<file path="src/rtl/mips_pkg.sv">
// Shared types and sizing for the instruction-memory loader.
// The loader FSM state and frame geometry live here so the top and packer agree.
package mips_pkg;

  localparam int unsigned HDR_BYTES  = 2;
  localparam int unsigned WORD_BYTES = 4;
  localparam int unsigned LEN_W      = HDR_BYTES * 8;
  localparam int unsigned LANE_W     = $clog2(WORD_BYTES);
  localparam int unsigned WORD_W     = WORD_BYTES * 8;

  typedef enum logic [2:0] {
    IDLE   = 3'd0,
    LEN_HI = 3'd1,
    LEN_LO = 3'd2,
    DATA   = 3'd3,
    CHECK  = 3'd4,
    RUN    = 3'd5,
    ERR    = 3'd6
  } ld_state_e;

  // States in which the loader is willing to take a byte from the stream.
  function automatic logic is_load_state(input ld_state_e s);
    return (s == LEN_HI) || (s == LEN_LO) || (s == DATA) || (s == CHECK);
  endfunction

endpackage

</file>
<file path="src/rtl/imem_word_packer.sv">
// Packs accepted bytes big-endian into 32-bit words; word_valid pulses for
// one cycle after the fourth lane is accepted and word holds until the next.
module imem_word_packer
  import mips_pkg::*;
(
  input  logic                clk,
  input  logic                reset,
  input  logic                accept,
  input  logic                clear,
  input  logic [7:0]          byte_in,
  output logic [LANE_W-1:0]   lane,
  output logic                word_valid,
  output logic [WORD_W-1:0]   word
);

  localparam int unsigned SR_W = WORD_W - 8;

  logic [SR_W-1:0]   sr_q, sr_d;
  logic [LANE_W-1:0] lane_q, lane_d;
  logic              word_valid_q, word_valid_d;
  logic [WORD_W-1:0] word_q, word_d;

  always_ff @(posedge clk or posedge reset) begin
    if (reset) begin
      sr_q         <= '0;
      lane_q       <= '0;
      word_valid_q <= 1'b0;
      word_q       <= '0;
    end else begin
      sr_q         <= sr_d;
      lane_q       <= lane_d;
      word_valid_q <= word_valid_d;
      word_q       <= word_d;
    end
  end

  // word_q only loads on the last lane so it stays stable between writes.
  always_comb begin
    sr_d         = sr_q;
    lane_d       = lane_q;
    word_valid_d = 1'b0;
    word_d       = word_q;
    if (clear) begin
      sr_d   = '0;
      lane_d = '0;
    end else if (accept) begin
      sr_d   = {sr_q[SR_W-9:0], byte_in};
      lane_d = lane_q + LANE_W'(1);
      if (lane_q == LANE_W'(WORD_BYTES - 1)) begin
        word_d       = {sr_q, byte_in};
        word_valid_d = 1'b1;
      end
    end
  end

  assign lane       = lane_q;
  assign word_valid = word_valid_q;
  assign word       = word_q;

endmodule

</file>
<file path="src/rtl/imem_loader.sv">
// Framed byte-stream loader for InstructionMem: holds mips_32 in reset, writes
// the image word by word, and releases the core only when the XOR checksum matches.
module imem_loader
  import mips_pkg::*;
#(
  parameter logic [31:0] BASE_ADDR = 32'h0000_0000,
  parameter int unsigned MAX_WORDS = 1024
) (
  input  logic        clk,
  input  logic        reset,
  input  logic        start,
  input  logic        in_valid,
  input  logic [7:0]  in_data,
  output logic        in_ready,
  output logic        mem_we,
  output logic [31:0] mem_addr,
  output logic [31:0] mem_wdata,
  output logic        cpu_reset,
  output logic        done,
  output logic        error
);

  ld_state_e         state_q, state_d;
  logic              in_ready_q, in_ready_d;
  logic [31:0]       mem_addr_q, mem_addr_d;
  logic              cpu_reset_q, cpu_reset_d;
  logic              done_q, done_d;
  logic              error_q, error_d;
  logic [7:0]        len_hi_q, len_hi_d;
  logic [LEN_W-1:0]  count_q, count_d;
  logic [LEN_W-1:0]  index_q, index_d;
  logic [7:0]        csum_q, csum_d;

  logic              accept_c;
  logic [LEN_W-1:0]  hdr_len_c;
  logic              pk_accept_c;
  logic              pk_clear_c;
  logic [LANE_W-1:0] pk_lane;
  logic              pk_word_valid;
  logic [WORD_W-1:0] pk_word;

  assign accept_c  = in_valid & in_ready_q;
  assign hdr_len_c = {len_hi_q, in_data};

  imem_word_packer u_packer (
    .clk        (clk),
    .reset      (reset),
    .accept     (pk_accept_c),
    .clear      (pk_clear_c),
    .byte_in    (in_data),
    .lane       (pk_lane),
    .word_valid (pk_word_valid),
    .word       (pk_word)
  );

  always_ff @(posedge clk or posedge reset) begin
    if (reset) begin
      state_q     <= IDLE;
      in_ready_q  <= 1'b0;
      mem_addr_q  <= BASE_ADDR;
      cpu_reset_q <= 1'b1;
      done_q      <= 1'b0;
      error_q     <= 1'b0;
      len_hi_q    <= '0;
      count_q     <= '0;
      index_q     <= '0;
      csum_q      <= '0;
    end else begin
      state_q     <= state_d;
      in_ready_q  <= in_ready_d;
      mem_addr_q  <= mem_addr_d;
      cpu_reset_q <= cpu_reset_d;
      done_q      <= done_d;
      error_q     <= error_d;
      len_hi_q    <= len_hi_d;
      count_q     <= count_d;
      index_q     <= index_d;
      csum_q      <= csum_d;
    end
  end

  always_comb begin
    state_d     = state_q;
    mem_addr_d  = mem_addr_q;
    len_hi_d    = len_hi_q;
    count_d     = count_q;
    index_d     = index_q;
    csum_d      = csum_q;
    pk_accept_c = 1'b0;
    pk_clear_c  = 1'b0;

    unique case (state_q)
      IDLE: state_d = LEN_HI;

      LEN_HI: begin
        if (accept_c) begin
          len_hi_d = in_data;
          state_d  = LEN_LO;
        end
      end

      LEN_LO: begin
        if (accept_c) begin
          count_d = hdr_len_c;
          if (32'(hdr_len_c) > MAX_WORDS) begin
            state_d = ERR;
          end else if (hdr_len_c == '0) begin
            state_d = CHECK;
          end else begin
            state_d = DATA;
          end
        end
      end

      // Address is captured with the last lane so it lines up with word_valid.
      DATA: begin
        if (accept_c) begin
          pk_accept_c = 1'b1;
          csum_d      = csum_q ^ in_data;
          if (pk_lane == LANE_W'(WORD_BYTES - 1)) begin
            mem_addr_d = BASE_ADDR + 32'({index_q, 2'b00});
            index_d    = index_q + LEN_W'(1);
            if (index_q == count_q - LEN_W'(1)) begin
              state_d = CHECK;
            end
          end
        end
      end

      CHECK: begin
        if (accept_c) begin
          state_d = (in_data == csum_q) ? RUN : ERR;
        end
      end

      RUN, ERR: begin
        if (start) begin
          state_d    = LEN_HI;
          len_hi_d   = '0;
          count_d    = '0;
          index_d    = '0;
          csum_d     = '0;
          pk_clear_c = 1'b1;
        end
      end

      default: state_d = IDLE;
    endcase

    // Status outputs are decoded from the next state so they flip on the entering edge.
    in_ready_d  = is_load_state(state_d);
    cpu_reset_d = (state_d != RUN);
    done_d      = (state_d == RUN);
    error_d     = (state_d == ERR);
  end

  assign in_ready  = in_ready_q;
  assign mem_we    = pk_word_valid;
  assign mem_addr  = mem_addr_q;
  assign mem_wdata = pk_word;
  assign cpu_reset = cpu_reset_q;
  assign done      = done_q;
  assign error     = error_q;

endmodule
</file>
<file path="config.mk">
export PLATFORM = sky130hd
export DESIGN_NAME = imem_loader
export DESIGN_NICKNAME = d
export VERILOG_FILES = /design/src/rtl/mips_pkg.sv /design/src/rtl/imem_word_packer.sv /design/src/rtl/imem_loader.sv
export SDC_FILE = /design/constraint.sdc
export NUM_CORES = 1
export LEC_CHECK = 0
export BUFFER_PORTS_ARGS = -buffer_cell sky130_fd_sc_hd__buf_2
export CAP_MARGIN = 10
export CORE_UTILIZATION = 29
export CTS_BUF_LIST = sky130_fd_sc_hd__clkbuf_8
export CTS_CLUSTER_DIAMETER = 40
export CTS_CLUSTER_SIZE = 14
export DETAILED_ROUTE_END_ITERATION = 16
export HOLD_SLACK_MARGIN = 0.12
export PLACE_DENSITY_LB_ADDON = 0.3
export SKIP_LAST_GASP = 1
export SLEW_MARGIN = 20
export SYNTH_ARGS = -nofsm -noshare
export SYNTH_HDL_FRONTEND = slang
export SYNTH_SLANG_ARGS = --single-unit
export TNS_END_PERCENT = 100
</file>
<file path="constraint.sdc">
create_clock -name clk -period 4.68 [get_ports clk]
set_clock_uncertainty 0.1 [all_clocks]
set_input_delay 0.702 -clock clk [delete_from_list [all_inputs] [get_ports clk]]
set_output_delay 0.702 -clock clk [all_outputs]
set_load 0.01 [all_outputs]
</file>
# Word-level counts from Yosys, hierarchy flattened
# Cells that the tools add are included.
[totals]
out_inout_bits = 69
wordCells = 91
regBits = 130
input_bits = 12
[classes]
magnitude_cmp = 1
muxes = 33
n_bitwise = 3
eq_ne = 21
reduce_logical = 16
addsub = 3
[op_table]
columns = ["op", "count"]
rows = [
  ["$mux 16", 4],
  ["$pmux 16 s2", 2],
  ["$mux 24", 2],
  ["$pmux 8 s2", 2],
  ["$mux 3", 9],
  ["$mux 8", 3],
  ["$eq 3x3->1 const B", 6],
  ["$pmux 3 s6", 1],
  ["$add 16x1->16 const B", 1],
  ["$eq 16x16->1", 1],
  ["$gt 16x11->1 const B", 1],
  ["$logic_not 16->1", 1],
  ["$sub 16x1->16 const B", 1],
  ["$reduce_and 3->1", 5],
  ["$eq 3x2->1 const B", 4],
  ["$ne 2x2->1 const B", 5],
  ["$eq 8x8->1", 1],
  ["$reduce_bool 2->1", 4],
  ["$xor 8x8->8", 1],
  ["$mux 1", 7],
  ["$eq 3x1->1 const B", 2],
  ["$mux 2", 3],
  ["$reduce_and 4->1", 1],
  ["$logic_not 3->1", 1],
  ["other kinds (7)", 9],
]

# Longest topological paths before layout
# Gate-level depths: netlist of run 1.
[logic_depth]
word_depth = 10
depth_mapped = 10
mapped_depth_nobuf = 9

# By module
# A second synthesis of run 1 with hierarchy kept.
[hier_totals]
hier_cells = 558
area_unflattened_um2 = 6208.5
[by_module_without_submodules]
columns = ["mod", "n_inst", "seq_area_each_um2", "area_each_um2", "cells_each"]
rows = [
  ["imem_loader", 1, 1778.0, 3791.1, 402],
  ["imem_word_packer", 1, 1476.4, 2417.3, 156],
]

# Least setup slack after synthesis of run 1
# Ideal clock, no wire load.
[synth_timing]
kind = "in2reg"
startpoint = "in in_valid"
endpoint = "reg mem_addr_q[13], in the netlist mem_addr[13]"
required_ns = 4.515
path_buffers = 3
arrival_time_ns = 2.136
setup_ns = 0.065
slack_ns = 2.378
cell_stages = 8
cell_sequence = "and3b_1 clkbuf_1 nand3_1 inv_2 buf_1 clkbuf_1 nand2_1 nand2_1"
[synth_between]
elab_chain_cells = 2
[synth_rtl]
columns = ["element", "line_no", "text"]
rows = [
  ["start, declared", "imem_loader.sv:12", "input logic in_valid,"],
  ["$and 1x1->1", "imem_loader.sv:42", "assign accept_c = in_valid & in_ready_q;"],
  ["$reduce_and 3->1 (no line)", "-", ""],
  ["end signal, assigned", "imem_loader.sv:71", "mem_addr_q <= mem_addr_d;"],
  ["end, declared", "imem_loader.sv:25", "logic [31:0] mem_addr_q, mem_addr_d;"],
]
# No other way between the ends.
# A chain may end at the register's enable or synchronous reset.

# Worst setup path in the final report of run 1
[layout_timing]
startpoint = "reg state_q[0]"
endpoint = "reg index_q[5]"
[layout_between]
elab_chain_cells = 4
elab_cells_between_ends = 10
cone_classes = "eq/ne (6); mux (1); reduce/logical (3)"
[layout_rtl]
columns = ["element", "line_no", "text"]
rows = [
  ["start, declared", "imem_loader.sv:23", "ld_state_e state_q, state_d;"],
  ["start signal, assigned", "imem_loader.sv:69", "state_q <= state_d;"],
  ["$eq 3x3->1", "imem_loader.sv:92", "unique case (state_q)"],
  ["$reduce_or 2->1", "imem_loader.sv:92", ""],
  ["$ne 2x2->1 (no line) / $reduce_bool 2->1 (equally long branches)", "-", ""],
  ["$reduce_and 4->1 (no line)", "-", ""],
  ["end signal, assigned", "imem_loader.sv:77", "index_q <= index_d;"],
  ["end, declared", "imem_loader.sv:31", "logic [LEN_W-1:0] index_q, index_d;"],
]
# Several ways; a longest one is shown, not always the timed one.

==> out/summary.log, run 1 <==
qor: grt.grt_pass1_vias 4,414
qor: logic_synthesis.netlist_area 6130 um2
qor: power.share_comb_of_total_power 32.7%
qor: sta.finalCritPeriodShare 55.8%
qor: logic_synthesis.edff_count_synth 0
qor: floorplan.initial_core_util 29.9%
qor: setup_path.critPathLaunchType register
qor: power.p_switching 1.60 mW
qor: floorplan.dieArea 21,700 um2
qor: logic_synthesis.synth_compound_area_share 8.98%
qor: place.buffer_ports.inserted 64
qor: logic_synthesis.yosys_warnings 0
qor: cts.clk_latency 0.44 ns
qor: floorplan.design.portCount 81
qor: cells_and_area.final_layout_size_suffix_gt1_share 20.1%
qor: grt.track_usage 14.0%
qor: power.p_seq_share 43.8%
qor: logic_synthesis.yosysUniqueCellTypes 56
qor: power.power_switching_share 40.0%
qor: place.routabilityCongestion 0.774
qor: route.drt_wl_total 14,400 um
qor: cts.root_buffer_selected_by_cts sky130_fd_sc_hd__clkbuf_8
qor: sta.hold-worst-slack 0.316 ns
qor: setup_path.cp_max_fo 13
qor: logic_synthesis.post-synth-top-area-cell sky130_fd_sc_hd__dfrtp_1
qor: cells_and_area.fill_cells 2,124
qor: logic_synthesis.synth_simple_gate_area_share 20.5%
qor: cts.cts.reportedPaths.clkPinSlew 0.09 ns
qor: route.routedWlPerCell 14.6 um
qor: setup_path.max_stage_delay 0.60 ns
qor: run_status.run_status finished, final reports clean
qor: cts.htreeDepth 4
qor: place.placed_cells 953
qor: setup_path.cp-end-kind register
qor: power.intPower 2.41 mW
qor: sta.drv_slew 0
qor: setup_path.cp_num_buf_inv 1
qor: grt.pin_count_of_the_biggest_net_entering_global_routing 99
qor: setup_path.timing.critical_path.required 4.90 ns
qor: cells_and_area.instances_no_fill 985
qor: place.detailedPlacementHpwl 9690 um
qor: logic_synthesis.synthCells 652
qor: sta.finalHoldViolations 0
qor: cells_and_area.multi_input_comb_area 2610 um2
qor: place.placedInstanceArea 6650 um2
qor: logic_synthesis.dominant_combinational_cell_family_by_area_after_synthesis simple AND/OR/NAND/NOR gates
qor: sta.rsz_0062_raised_after_global_routing no
qor: logic_synthesis.portion_of_synthesized_cell_area_occupied_by_the_leading_cell_type 52.6%
qor: sta.fmax 383 MHz
qor: power.clkPwrFrac 23.6%
qor: cells_and_area.utilization 34.4%
qor: route.drc 0
qor: setup_path.delay_heaviest_family_cp simple AND/OR/NAND/NOR gates
qor: logic_synthesis.syn-mean-instance-area 9.41 um2
qor: grt.number_of_antenna_violations_at_the_first_check_in_global_routing 0
qor: sta.worst_pin_slew 0.897 ns
qor: cells_and_area.final_net_count 717
qor: route.ant_nets 0
qor: cts.cts_resized 0
qor: logic_synthesis.yosys.area_share.xor_xnor 6.43%
qor: cts.cts.repair_timing.setup_buffer_count 0
qor: cells_and_area.antenna_cells 0
qor: setup_path.worstPathCellList nor2b_1, o21bai_1, buf_4, nand2_1, and4_1, and3_1, xnor2_1, nor2_1
qor: cells_and_area.post_route_cell_area 7040 um2
qor: run.max-cap-violations 0
qor: floorplan.die_height 147 um
qor: route.num_vias 4,592
qor: setup_path.worst-endpoint-arrival 2.83 ns
qor: floorplan.rows 52
qor: setup_path.cell_with_the_biggest_individual_delay_on_the_critical_path sky130_fd_sc_hd__o21bai_1
qor: power.worst_ir_drop_vdd 261 uV
qor: logic_synthesis.synth.area.mux_share 4.94%
qor: cts.cts-root-to-sink-buffers 2
qor: grt.grt_first_pass_wirelength 23,900 um
qor: sta.timing.setup.tns 0 ns
qor: logic_synthesis.synth_top_cells_by_area sky130_fd_sc_hd__dfrtp_1 53%, sky130_fd_sc_hd__nand2_1 9.7%, sky130_fd_sc_hd__mux2_2 4.8%
qor: route.drtIter0Drc 372
qor: cts.clkSinkCount 130
qor: cells_and_area.area.sequential 3250 um2
qor: min_path.min_path_type input port to async pin
qor: logic_synthesis.proportion_of_synthesized_chip_area_in_sequential_cells 53.1%
qor: sta.fin_ws 2.07 ns
qor: grt.total_grt_overflow 0
qor: sta.timing.final.setup_violations 0
qor: place.post-place-ws 1.91 ns
qor: sta.worst_slew_margin_rel 40.2%
qor: power.power_density 569 nW/um2
qor: power.static-leakage-power 3.47 nW
qor: logic_synthesis.post_synth_fa_ha_maj_area_fraction 0.612%
qor: logic_synthesis.synth-seq-cells 130
qor: cts.cts_buffers 17
qor: sta.finalWorstPathRequiredPeriod 2.61 ns
qor: route.detailedRoute.firstPassIterationCount 4
qor: setup_path.worstSetupPathType register to register
qor: power.fin_total_pwr 4.01 mW
qor: cells_and_area.area_growth_syn_to_layout 14.8%
qor: cts.tritoncts built
qor: floorplan.placeableCoreArea 20,500 um2
qor: route.avgViaCountPerCell 4.66
qor: floorplan.dieWidth 147 um
qor: cts.cts_hold_buffers 0
qor: logic_synthesis.synth_async_sr_flop_share 100%
qor: logic_synthesis.synth_flop_cell sky130_fd_sc_hd__dfrtp_1
flip-flops by register name (all words and copies together) (netlist names), 2 cells and up:
name / cells
u_packer.word: 32
state_q: 3
count_q: 16
index_q: 16
len_hi_q: 8
csum_q: 8
u_packer.lane: 2
u_packer.sr_q: 24
mem_addr: 16
routing by layer:
layer | track usage [%] | vias up | share of wire, % | wire length, um
met1 | 18.3 | 2236 | 47 | 6710
met4 | 4.02 | 0 | 0.83 | 120
met5 | 0 | - | 0 | 0
li1 | - | 2256 | - | -
met2 | 22.9 | 91 | 48 | 6960
met3 | 3.40 | 9 | 4.0 | 579
logic make-up after synthesis:
logic type	count (synthesis)
AO/OA/AOI/OAI	95
XOR/XNOR	45
adder cells (fa/ha/maj)	3
buffers and inverters	72
flip-flops	130
multiplexers	27
other	1
AND/OR/NAND/NOR	279
power groups by stage:
| stage | clock, mW | combinational (mW) | sequential [mW] |
|---|---|---|---|
| 5_1_grt | 1.03 | 1.49 | 1.81 |
| 6_report | 0.946 | 1.31 | 1.76 |
| 2_1_floorplan | 0 | 0.990 | 1.71 |
| 4_1_cts | 0.980 | 1.32 | 1.76 |
| 3_5_place_dp | 0 | 1.31 | 1.78 |
| 3_3_place_gp | 0 | 1.29 | 1.78 |
cell usage after synthesis, types with 2 or more instances:
master / count
sky130_fd_sc_hd__and4_1: 4
sky130_fd_sc_hd__nor3_1: 7
sky130_fd_sc_hd__nand3b_1: 2
sky130_fd_sc_hd__and3_1: 3
sky130_fd_sc_hd__nand3_1: 36
sky130_fd_sc_hd__dfrtp_1: 129
sky130_fd_sc_hd__nor2b_1: 4
sky130_fd_sc_hd__nand2b_1: 5
sky130_fd_sc_hd__buf_4: 16
sky130_fd_sc_hd__nor4_1: 3
sky130_fd_sc_hd__xnor2_1: 25
sky130_fd_sc_hd__or2_2: 2
sky130_fd_sc_hd__xor2_1: 20
sky130_fd_sc_hd__or3_1: 2
sky130_fd_sc_hd__nand2_1: 158
sky130_fd_sc_hd__and2_1: 3
sky130_fd_sc_hd__clkbuf_1: 37
sky130_fd_sc_hd__o21ai_0: 36
sky130_fd_sc_hd__ha_1: 3
sky130_fd_sc_hd__nor2_1: 34
sky130_fd_sc_hd__buf_1: 3
sky130_fd_sc_hd__o41ai_1: 2
sky130_fd_sc_hd__inv_1: 15
sky130_fd_sc_hd__o21ai_1: 9
sky130_fd_sc_hd__nand4_1: 7
sky130_fd_sc_hd__mux2_2: 26
sky130_fd_sc_hd__a21oi_1: 30
sky130_fd_sc_hd__a21o_1: 3
worst paths after layout:
check / start / end / slack [ns] / depth (start not counted)
max: state_q[0]$_DFF_PP0_ / index_q[5]$_DFFE_PP0P_ / 2.07 / 8
min: reset / u_packer.word[5]$_DFFE_PP0P_ / 0.32 / 2
max reg2reg: state_q[0]$_DFF_PP0_ / index_q[5]$_DFFE_PP0P_ / 2.07 / 8
min reg2reg: mem_addr[11]$_DFFE_PP0P_ / mem_addr[11]$_DFFE_PP0P_ / 0.38 / 2
max in group asynchronous: reset / u_packer.sr_q[5]$_DFFE_PP0P_ / 3.21 / 3
min in group clk: mem_addr[11]$_DFFE_PP0P_ / mem_addr[11]$_DFFE_PP0P_ / 0.38 / 2
cell usage in the layout, fill, tap and decap left out, types with 9 or more instances in the layout:
master and count:
sky130_fd_sc_hd__o21ai_1 9, sky130_fd_sc_hd__inv_1 14, sky130_fd_sc_hd__buf_2 64, sky130_fd_sc_hd__xor2_1 20, sky130_fd_sc_hd__mux2_2 26, sky130_fd_sc_hd__nand3_1 35, sky130_fd_sc_hd__conb_1 16, sky130_fd_sc_hd__clkbuf_8 17
sky130_fd_sc_hd__o21ai_0 36, sky130_fd_sc_hd__a21oi_1 30, sky130_fd_sc_hd__xnor2_1 25, sky130_fd_sc_hd__nand2_1 158, sky130_fd_sc_hd__inv_8 9, sky130_fd_sc_hd__nor2_1 33, sky130_fd_sc_hd__dfrtp_1 129
cell type report:
cell class,instances,area share (%)
Sequential cell,130,46.2
Timing Repair Buffer,72,5.40
Clock buffer,17,3.32
Multi-Input combinational cell,465,37.1
Inverter,16,0.924
Tap cell,270,4.80
Clock inverter,15,2.26
Note: power is estimated with default switching activity, not from simulation.
==> run 2: changes to the inputs <==
ABC_AREA = 1   (was not set)
clock period = 2.4 ns   (was 4.68 ns; I/O delays follow)
==> out/summary.log, run 2 <==
qor: floorplan.placeableCoreArea 20,400 um2 [was 20,500 um2]
qor: sta.fmax 473 MHz [was 383 MHz]
qor: setup_path.worstPathCellList inv_2, ha_1, nand3_4, nor2_2, xor2_1, inv_1, nor2_1, nand2_1, nor2_4, nand2_1, nand2_2, nand3_1, nand2_1, nand2_1 [was nor2b_1, o21bai_1, buf_4, nand2_1, and4_1, and3_1, xnor2_1, nor2_1]
qor: grt.grt.busiest_layer met1 [was met2]
qor: place.buffer_ports.inserted 64 [unchanged]
qor: route.drtIter0Drc 275 [was 372]
qor: cells_and_area.final_cell_mix 144 x sky130_fd_sc_hd__nand2_1, 129 x sky130_fd_sc_hd__dfrtp_1, 83 x sky130_fd_sc_hd__o21ai_0, 75 x sky130_fd_sc_hd__inv_1, 64 x sky130_fd_sc_hd__buf_2 [was 158 x sky130_fd_sc_hd__nand2_1, 129 x sky130_fd_sc_hd__dfrtp_1, 64 x sky130_fd_sc_hd__buf_2, 36 x sky130_fd_sc_hd__o21ai_0, 35 x sky130_fd_sc_hd__nand3_1]
qor: sta.timing.final.setup_violations 0 [unchanged]
qor: cts.cts-root-to-sink-buffers 2 [unchanged]
qor: logic_synthesis.synth_top_cells_by_area sky130_fd_sc_hd__dfrtp_1 53%, sky130_fd_sc_hd__nand2_1 8.8%, sky130_fd_sc_hd__o21ai_0 6.8% [was sky130_fd_sc_hd__dfrtp_1 53%, sky130_fd_sc_hd__nand2_1 9.7%, sky130_fd_sc_hd__mux2_2 4.8%]
qor: sta.drv_slew 0 [unchanged]
qor: route.ant_nets 0 [unchanged]
qor: setup_path.critical_path.reg2reg.startpoint count_q[0]$_DFFE_PP0P_ [was state_q[0]$_DFF_PP0_]
qor: cells_and_area.utilization 35.1% [was 34.4%]
qor: sta.finalHoldViolations 0 [unchanged]
qor: grt.number_of_antenna_violations_at_the_first_check_in_global_routing 0 [unchanged]
qor: floorplan.design.portCount 81 [unchanged]
qor: cts.cts_buffers 17 [unchanged]
qor: logic_synthesis.proportion_of_synthesized_chip_area_in_sequential_cells 53.2% [was 53.1%]
qor: sta.hold-worst-slack 0.154 ns [was 0.316 ns]
qor: min_path.min_path_type input port to register [was input port to async pin]
qor: floorplan.die_height 147 um [about the same]
qor: grt.globalRouteMet3Util 3.70% [was 3.40%]
qor: setup_path.cp_num_buf_inv 2 [was 1]
qor: run.max-cap-violations 0 [unchanged]
qor: cts.cts.reportedPaths.clkPinSlew 0.08 ns [was 0.09 ns]
qor: sta.rsz_0062_raised_after_global_routing no [unchanged]
qor: logic_synthesis.yosysUniqueCellTypes 39 [was 56]
qor: cts.clk_latency 0.44 ns [about the same]
qor: run_status.run_status finished, final reports clean [unchanged]
qor: setup_path.ff2ff_setup_slack 0.29 ns [was 2.07 ns]
qor: sta.worst_slew_margin_rel 64.6% [was 40.2%]
qor: cts.tritoncts built [unchanged]
qor: grt.pin_count_of_the_biggest_net_entering_global_routing 95 [was 99]
qor: setup_path.r2r_cells 14 [was 8]
qor: floorplan.rows 52 [unchanged]
qor: setup_path.crit_path_end in_ready$_DFF_PP0_ [was index_q[5]$_DFFE_PP0P_]
qor: cts.clkSinkCount 130 [unchanged]
qor: logic_synthesis.synth-seq-cells 130 [unchanged]
qor: cts.htreeDepth 4 [unchanged]
qor: grt.met2_usage 19.8% [was 22.9%]
qor: cells_and_area.antenna_cells 0 [unchanged]
qor: grt.grt_first_pass_wirelength 23,600 um [was 23,900 um]
qor: cells_and_area.area_growth_syn_to_layout 17.1% [was 14.8%]
qor: setup_path.max_stage_delay 0.41 ns [was 0.60 ns]
qor: floorplan.initial_core_util 30.0% [was 29.9%]
qor: setup_path.cp-end-kind register [unchanged]
qor: setup_path.cp.depth 14 [was 8]
qor: sta.finalCritPeriodShare 88.0% [was 55.8%]
qor: route.detailedRoute.firstPassIterationCount 5 [was 4]
qor: route.drc 0 [unchanged]
qor: place.routabilityCongestion 0.793 [was 0.774]
qor: route.routedWlPerCell 13.3 um [was 14.6 um]
qor: cells_and_area.largest_reg_flops 32 [unchanged]
qor: route.drt_wl_total 14,100 um [was 14,400 um]
qor: sta.fin_ws 0.288 ns [was 2.07 ns]
qor: power.static-leakage-power 3.48 nW [was 3.47 nW]
qor: setup_path.timing.critical_path.mode_cell sky130_fd_sc_hd__nand2_1
qor: sta.timing.setup.tns 0 ns [unchanged]
qor: setup_path.critical_path.reg2reg.endpoint in_ready$_DFF_PP0_ [was index_q[5]$_DFFE_PP0P_]
qor: setup_path.critPathLaunchType register [unchanged]
qor: grt.track_usage 14.0% [about the same]
qor: cts.root_buffer_selected_by_cts sky130_fd_sc_hd__clkbuf_8 [unchanged]
qor: logic_synthesis.ys_top_cells_by_count 144 x sky130_fd_sc_hd__nand2_1, 129 x sky130_fd_sc_hd__dfrtp_1, 83 x sky130_fd_sc_hd__o21ai_0, 75 x sky130_fd_sc_hd__inv_1, 48 x sky130_fd_sc_hd__nor2_1 [was 158 x sky130_fd_sc_hd__nand2_1, 129 x sky130_fd_sc_hd__dfrtp_1, 37 x sky130_fd_sc_hd__clkbuf_1, 36 x sky130_fd_sc_hd__nand3_1, 36 x sky130_fd_sc_hd__o21ai_0]
qor: logic_synthesis.synth_async_sr_flop_share 100% [unchanged]
qor: setup_path.cell_with_the_biggest_individual_delay_on_the_critical_path sky130_fd_sc_hd__dfrtp_1 [was sky130_fd_sc_hd__o21bai_1]
qor: logic_synthesis.post-synth-top-area-cell sky130_fd_sc_hd__dfrtp_1 [unchanged]
qor: route.num_vias 4,663 [was 4,592]
qor: setup_path.delay_heaviest_family_cp simple AND/OR/NAND/NOR gates [unchanged]
qor: grt.grt_pass1_vias 4,499 [was 4,414]
qor: setup_path.crit_start count_q[0]$_DFFE_PP0P_ [was state_q[0]$_DFF_PP0_]
qor: cells_and_area.final_common_cell sky130_fd_sc_hd__nand2_1 [unchanged]
qor: setup_path.cp_max_fo 4 [was 13]
qor: sta.worst_pin_slew 0.530 ns [was 0.897 ns]
qor: logic_synthesis.synth_flop_cell sky130_fd_sc_hd__dfrtp_1 [unchanged]
qor: setup_path.timing.critical_path.required 2.63 ns [was 4.90 ns]
qor: route.avgViaCountPerCell 4.41 [was 4.66]
qor: logic_synthesis.syn-mean-instance-area 8.68 um2 [was 9.41 um2]
qor: power.worst_ir_drop_vdd 417 uV [was 261 uV]
qor: setup_path.worst-endpoint-arrival 2.35 ns [was 2.83 ns]
qor: grt.grt_use_met1 20.4% [was 18.3%]
qor: logic_synthesis.netlist_area 6120 um2 [was 6130 um2]
qor: cells_and_area.final_layout_size_suffix_gt1_share 18.5% [was 20.1%]
qor: logic_synthesis.synthMostInstantiatedCell sky130_fd_sc_hd__nand2_1 [unchanged]
qor: sta.finalWorstPathRequiredPeriod 2.11 ns [was 2.61 ns]
qor: place.post-place-ws 0.235 ns [was 1.91 ns]
qor: cts.cts.repair_timing.setup_buffer_count 0 [unchanged]
qor: logic_synthesis.edff_count_synth 0 [unchanged]
qor: cells_and_area.final_net_count 792 [was 717]
qor: cells_and_area.fill_cells 2,187 [was 2,124]
qor: logic_synthesis.yosys_warnings 0 [unchanged]
qor: logic_synthesis.synthCells 705 [was 652]
qor: grt.total_grt_overflow 0 [unchanged]
qor: floorplan.dieWidth 147 um [about the same]
qor: power.power_density 1180 nW/um2 [was 569 nW/um2]
qor: place.detailedPlacementHpwl 10,200 um [was 9690 um]
qor: logic_synthesis.portion_of_synthesized_cell_area_occupied_by_the_leading_cell_type 52.7% [was 52.6%]
qor: setup_path.worstSetupPathType register to register [unchanged]
qor: floorplan.dieArea 21,700 um2 [about the same]
-- run 2: through the flow --
step                cell area (um2)  cells  power [mW]
global route                   7170   1058        9.16
floorplan                      6180    720        5.70
CTS                            7150   1058        8.49
global placement               6730   1025        6.61
finish                         7170   1058        8.43
detailed placement             6730   1025        6.63
-- run 2: worst reg2reg max path, stage by stage (launching register included) --
cell and delay, ns:
sky130_fd_sc_hd__dfrtp_1 0.41, sky130_fd_sc_hd__inv_2 0.10, sky130_fd_sc_hd__ha_1 0.23, sky130_fd_sc_hd__nand3_4 0.13, sky130_fd_sc_hd__nor2_2 0.13, sky130_fd_sc_hd__xor2_1 0.15
sky130_fd_sc_hd__inv_1 0.05, sky130_fd_sc_hd__nor2_1 0.10, sky130_fd_sc_hd__nand2_1 0.09, sky130_fd_sc_hd__nor2_4 0.13, sky130_fd_sc_hd__nand2_1 0.08, sky130_fd_sc_hd__nand2_2 0.09
sky130_fd_sc_hd__nand3_1 0.10, sky130_fd_sc_hd__nand2_1 0.08, sky130_fd_sc_hd__nand2_1 0.05
-- run 2: kinds of logic after synthesis --
| family | Yosys count | share of synthesized area (%) |
|---|---|---|
| AO/OA/AOI/OAI | 130 | 11.4 |
| XOR/XNOR | 30 | 4.29 |
| adder cells (fa/ha/maj) | 3 | 0.613 |
| buffers and inverters | 126 | 8.98 |
| flip-flops | 130 | 53.2 |
| other | 1 | 0.0613 |
| AND/OR/NAND/NOR | 285 | 21.4 |
-- run 2: where the power goes --
part / internal [mW] / switching (mW) / leakage [nW]
clock network: 0.984 / 0.836 / 0.186
registers: 2.99 / 0.523 / 1.72
logic: 1.15 / 1.96 / 1.58
-- run 2: how the worst min path moves through the flow --
stage / start / end / slack, ns / cells after the start
floorplan: u_packer.lane[0]$_DFFE_PP0P_ / u_packer.lane[0]$_DFFE_PP0P_ / 0.34 / 1
global placement: reset / u_packer.sr_q[20]$_DFFE_PP0P_ / 0.35 / 2
detailed placement: reset / u_packer.sr_q[20]$_DFFE_PP0P_ / 0.35 / 2
CTS: in_data[0] / csum_q[0]$_DFFE_PP0P_ / 0.12 / 3
global route: in_data[3] / csum_q[3]$_DFFE_PP0P_ / 0.14 / 4
finish: in_data[0] / csum_q[0]$_DFFE_PP0P_ / 0.15 / 3
-- run 2: area by class of cell --
type / instances / area, um2 / share of cell area, %
repair buffers: 78 / 470 / 6.57
multi-input cells: 464 / 2390 / 33.4
flip-flops and latches: 130 / 3250 / 45.4
well taps: 270 / 338 / 4.71
clock inverters: 10 / 111 / 1.55
inverters: 86 / 327 / 4.56
clock buffers: 20 / 275 / 3.84
-- run 2: timing repair --
| item | CTS | global route |
|---|---|---|
| hold buffers | 3 | 0 |
| hold endpoints to repair | 20 | 0 |
| resized for setup | 0 | 3 |
| setup endpoints to repair | 0 | 1 |
-- run 2: routing by layer --
| metal | wire length (um) | vias to the layer above |
|---|---|---|
| li1 | - | 2395 |
| met1 | 7360 | 2164 |
| met2 | 6090 | 92 |
| met3 | 499 | 12 |
| met4 | 158 | 0 |
| met5 | 0 | - |
==> run 3: changes to the inputs <==
CORE_UTILIZATION = 54   (was 29)
==> out/summary.log, run 3 (synthesized netlist as in run 2, its figures left out) <==
qor: run_status.run_status finished, final reports clean [unchanged]
qor: floorplan.initial_core_util 56.0% [was 30.0%]
qor: grt.number_of_antenna_violations_at_the_first_check_in_global_routing 0 [unchanged]
qor: power.static-leakage-power 3.46 nW [was 3.48 nW]
qor: route.routedWlPerCell 14.4 um [was 13.3 um]
qor: floorplan.placeableCoreArea 10,900 um2 [was 20,400 um2]
qor: cts.tritoncts built [unchanged]
qor: cells_and_area.largest_reg_flops 32 [unchanged]
qor: floorplan.dieWidth 108 um [was 147 um]
qor: route.num_vias 4,836 [was 4,663]
qor: sta.rsz_0062_raised_after_global_routing no [unchanged]
qor: cts.cts.repair_timing.setup_buffer_count 0 [unchanged]
qor: cts.cts.reportedPaths.clkPinSlew 0.08 ns [about the same]
qor: power.worst_ir_drop_vdd 722 uV [was 417 uV]
qor: floorplan.die_height 108 um [was 147 um]
qor: min_path.min_path_type input port to register [unchanged]
qor: sta.fmax 461 MHz [was 473 MHz]
qor: setup_path.cp-end-kind register [unchanged]
qor: cells_and_area.final_cell_mix 144 x sky130_fd_sc_hd__nand2_1, 129 x sky130_fd_sc_hd__dfrtp_1, 83 x sky130_fd_sc_hd__o21ai_0, 74 x sky130_fd_sc_hd__inv_1, 64 x sky130_fd_sc_hd__buf_2 [was 144 x sky130_fd_sc_hd__nand2_1, 129 x sky130_fd_sc_hd__dfrtp_1, 83 x sky130_fd_sc_hd__o21ai_0, 75 x sky130_fd_sc_hd__inv_1, 64 x sky130_fd_sc_hd__buf_2]
qor: place.detailedPlacementHpwl 9480 um [was 10,200 um]
qor: cells_and_area.antenna_cells 0 [unchanged]
qor: route.drt_wl_total 13,400 um [was 14,100 um]
qor: power.power_density 1200 nW/um2 [was 1180 nW/um2]
qor: place.buffer_ports.inserted 64 [unchanged]
qor: cells_and_area.final_common_cell sky130_fd_sc_hd__nand2_1 [unchanged]
qor: route.drc 0 [unchanged]
qor: cells_and_area.area_growth_syn_to_layout 13.6% [was 17.1%]
qor: sta.drv_slew 0 [unchanged]
qor: run.max-cap-violations 0 [unchanged]
qor: cts.root_buffer_selected_by_cts sky130_fd_sc_hd__clkbuf_8 [unchanged]
qor: cells_and_area.final_net_count 789 [was 792]
qor: setup_path.timing.critical_path.required 2.63 ns [about the same]
qor: setup_path.critPathLaunchType register [unchanged]
qor: cells_and_area.final_layout_size_suffix_gt1_share 18.8% [was 18.5%]
qor: grt.track_usage 24.7% [was 14.0%]
qor: grt.grt_pass1_vias 4,816 [was 4,499]
qor: cts.clkSinkCount 130 [unchanged]
qor: route.drtIter0Drc 295 [was 275]
qor: place.routabilityCongestion 0.903 [was 0.793]
qor: route.ant_nets 0 [unchanged]
qor: setup_path.worstSetupPathType register to register [unchanged]
qor: sta.timing.final.setup_violations 0 [unchanged]
qor: cts.clk_latency 0.44 ns [about the same]
qor: power.clkPwrFrac 21.2% [was 21.6%]
qor: setup_path.worst-endpoint-arrival 2.40 ns [was 2.35 ns]
qor: grt.pin_count_of_the_biggest_net_entering_global_routing 95 [unchanged]
qor: cts.cts-root-to-sink-buffers 2 [unchanged]
qor: grt.grt_first_pass_wirelength 22,200 um [was 23,600 um]
qor: cts.htreeDepth 4 [unchanged]
qor: power.share_comb_of_total_power 36.8% [about the same]
qor: power.fin_total_pwr 8.37 mW [was 8.43 mW]
qor: route.avgViaCountPerCell 5.22 [was 4.41]
qor: sta.finalWorstPathRequiredPeriod 2.17 ns [was 2.11 ns]
qor: power.p_seq_share 42.0% [was 41.6%]
qor: floorplan.design.portCount 81 [unchanged]
qor: floorplan.rows 38 [was 52]
qor: route.detailedRoute.firstPassIterationCount 6 [was 5]
qor: setup_path.cp_max_fo 4 [unchanged]
qor: sta.hold-worst-slack 0.142 ns [was 0.154 ns]
qor: power.intPower 4.98 mW [was 5.12 mW]
qor: sta.timing.setup.tns 0 ns [unchanged]
qor: power.p_switching 3.39 mW [was 3.32 mW]
qor: cts.cts_buffers 17 [unchanged]
qor: sta.finalCritPeriodShare 90.3% [was 88.0%]
qor: grt.total_grt_overflow 0 [unchanged]
qor: power.power_switching_share 40.5% [was 39.3%]
qor: cells_and_area.utilization 63.6% [was 35.1%]
qor: floorplan.dieArea 11,800 um2 [was 21,700 um2]
qor: sta.finalHoldViolations 0 [unchanged]
## run 3: timing repair
action / in CTS / in global routing
setup endpoints to repair: 0 / 1
gates resized for setup: 0 / 1
endpoints found under the hold margin: 16 / 0
hold buffers: 1 / 0
## run 3: worst paths after layout
check / from / endpoint / slack [ns] / depth (start not counted)
setup reg to reg: count_q[0]$_DFFE_PP0P_ / in_ready$_DFF_PP0_ / 0.23 / 14
hold reg to reg: u_packer.word[22]$_DFFE_PP0P_ / u_packer.word[22]$_DFFE_PP0P_ / 0.38 / 2
max in group asynchronous: reset / u_packer.sr_q[5]$_DFFE_PP0P_ / 1.20 / 4
hold / removal: in_data[6] / csum_q[6]$_DFFE_PP0P_ / 0.14 / 4
min in group asynchronous: reset / mem_addr[6]$_DFFE_PP0P_ / 0.38 / 3
setup / recovery: count_q[0]$_DFFE_PP0P_ / in_ready$_DFF_PP0_ / 0.23 / 14
## run 3: stage by stage
| stage | instance area (um2) | setup slack, ns | std cells |
|---|---|---|---|
| finish | 6950 | 0.233 | 927 |
| global route | 6950 | 0.0117 | 927 |
| CTS | 6950 | 0.216 | 927 |
| detailed placement | 6560 | 0.225 | 894 |
| global placement | 6560 | 0.306 | 894 |
| floorplan | 6180 | 0.332 | 720 |
## run 3: metal layers
| layer | track usage, % | share of wire, % | vias to the layer above |
|---|---|---|---|
| met3 | 6.09 | 5.0 | 23 |
| met5 | 0 | 0 | - |
| met4 | 9.56 | 1.9 | 0 |
| met2 | 41.0 | 50 | 134 |
| met1 | 31.0 | 43 | 2298 |
| li1 | - | - | 2381 |
## run 3: power groups by stage
stage          clock, mW  sequential [mW]  combinational (mW)
2_1_floorplan          0             3.57                2.13
3_3_place_gp           0             3.52                2.95
3_5_place_dp           0             3.56                3.05
4_1_cts             1.81             3.52                3.09
5_1_grt             1.90             3.61                3.49
6_report            1.77             3.52                3.08
## run 3: cell type report
cell class                 instances  area, um2
timing repair buffer              75        443
clock inverter                    14        130
inverter                          86        327
tap                              140        175
clock buffer                      18        248
multi-input combinational        464       2380
sequential                       130       3250
fill                             896       3980
## run 3: worst max-delay path, stage by stage, from the launching register on
cell,delay (ns)
sky130_fd_sc_hd__dfrtp_1,0.42
sky130_fd_sc_hd__inv_2,0.10
sky130_fd_sc_hd__ha_1,0.20
sky130_fd_sc_hd__nand3_2,0.17
sky130_fd_sc_hd__nor2_2,0.16
sky130_fd_sc_hd__xor2_1,0.15
sky130_fd_sc_hd__inv_1,0.05
sky130_fd_sc_hd__nor2_1,0.09
sky130_fd_sc_hd__nand2_1,0.09
sky130_fd_sc_hd__nor2_4,0.12
sky130_fd_sc_hd__nand2_1,0.08
sky130_fd_sc_hd__nand2_2,0.09
sky130_fd_sc_hd__nand3_1,0.09
sky130_fd_sc_hd__nand2_1,0.10
sky130_fd_sc_hd__nand2_1,0.05
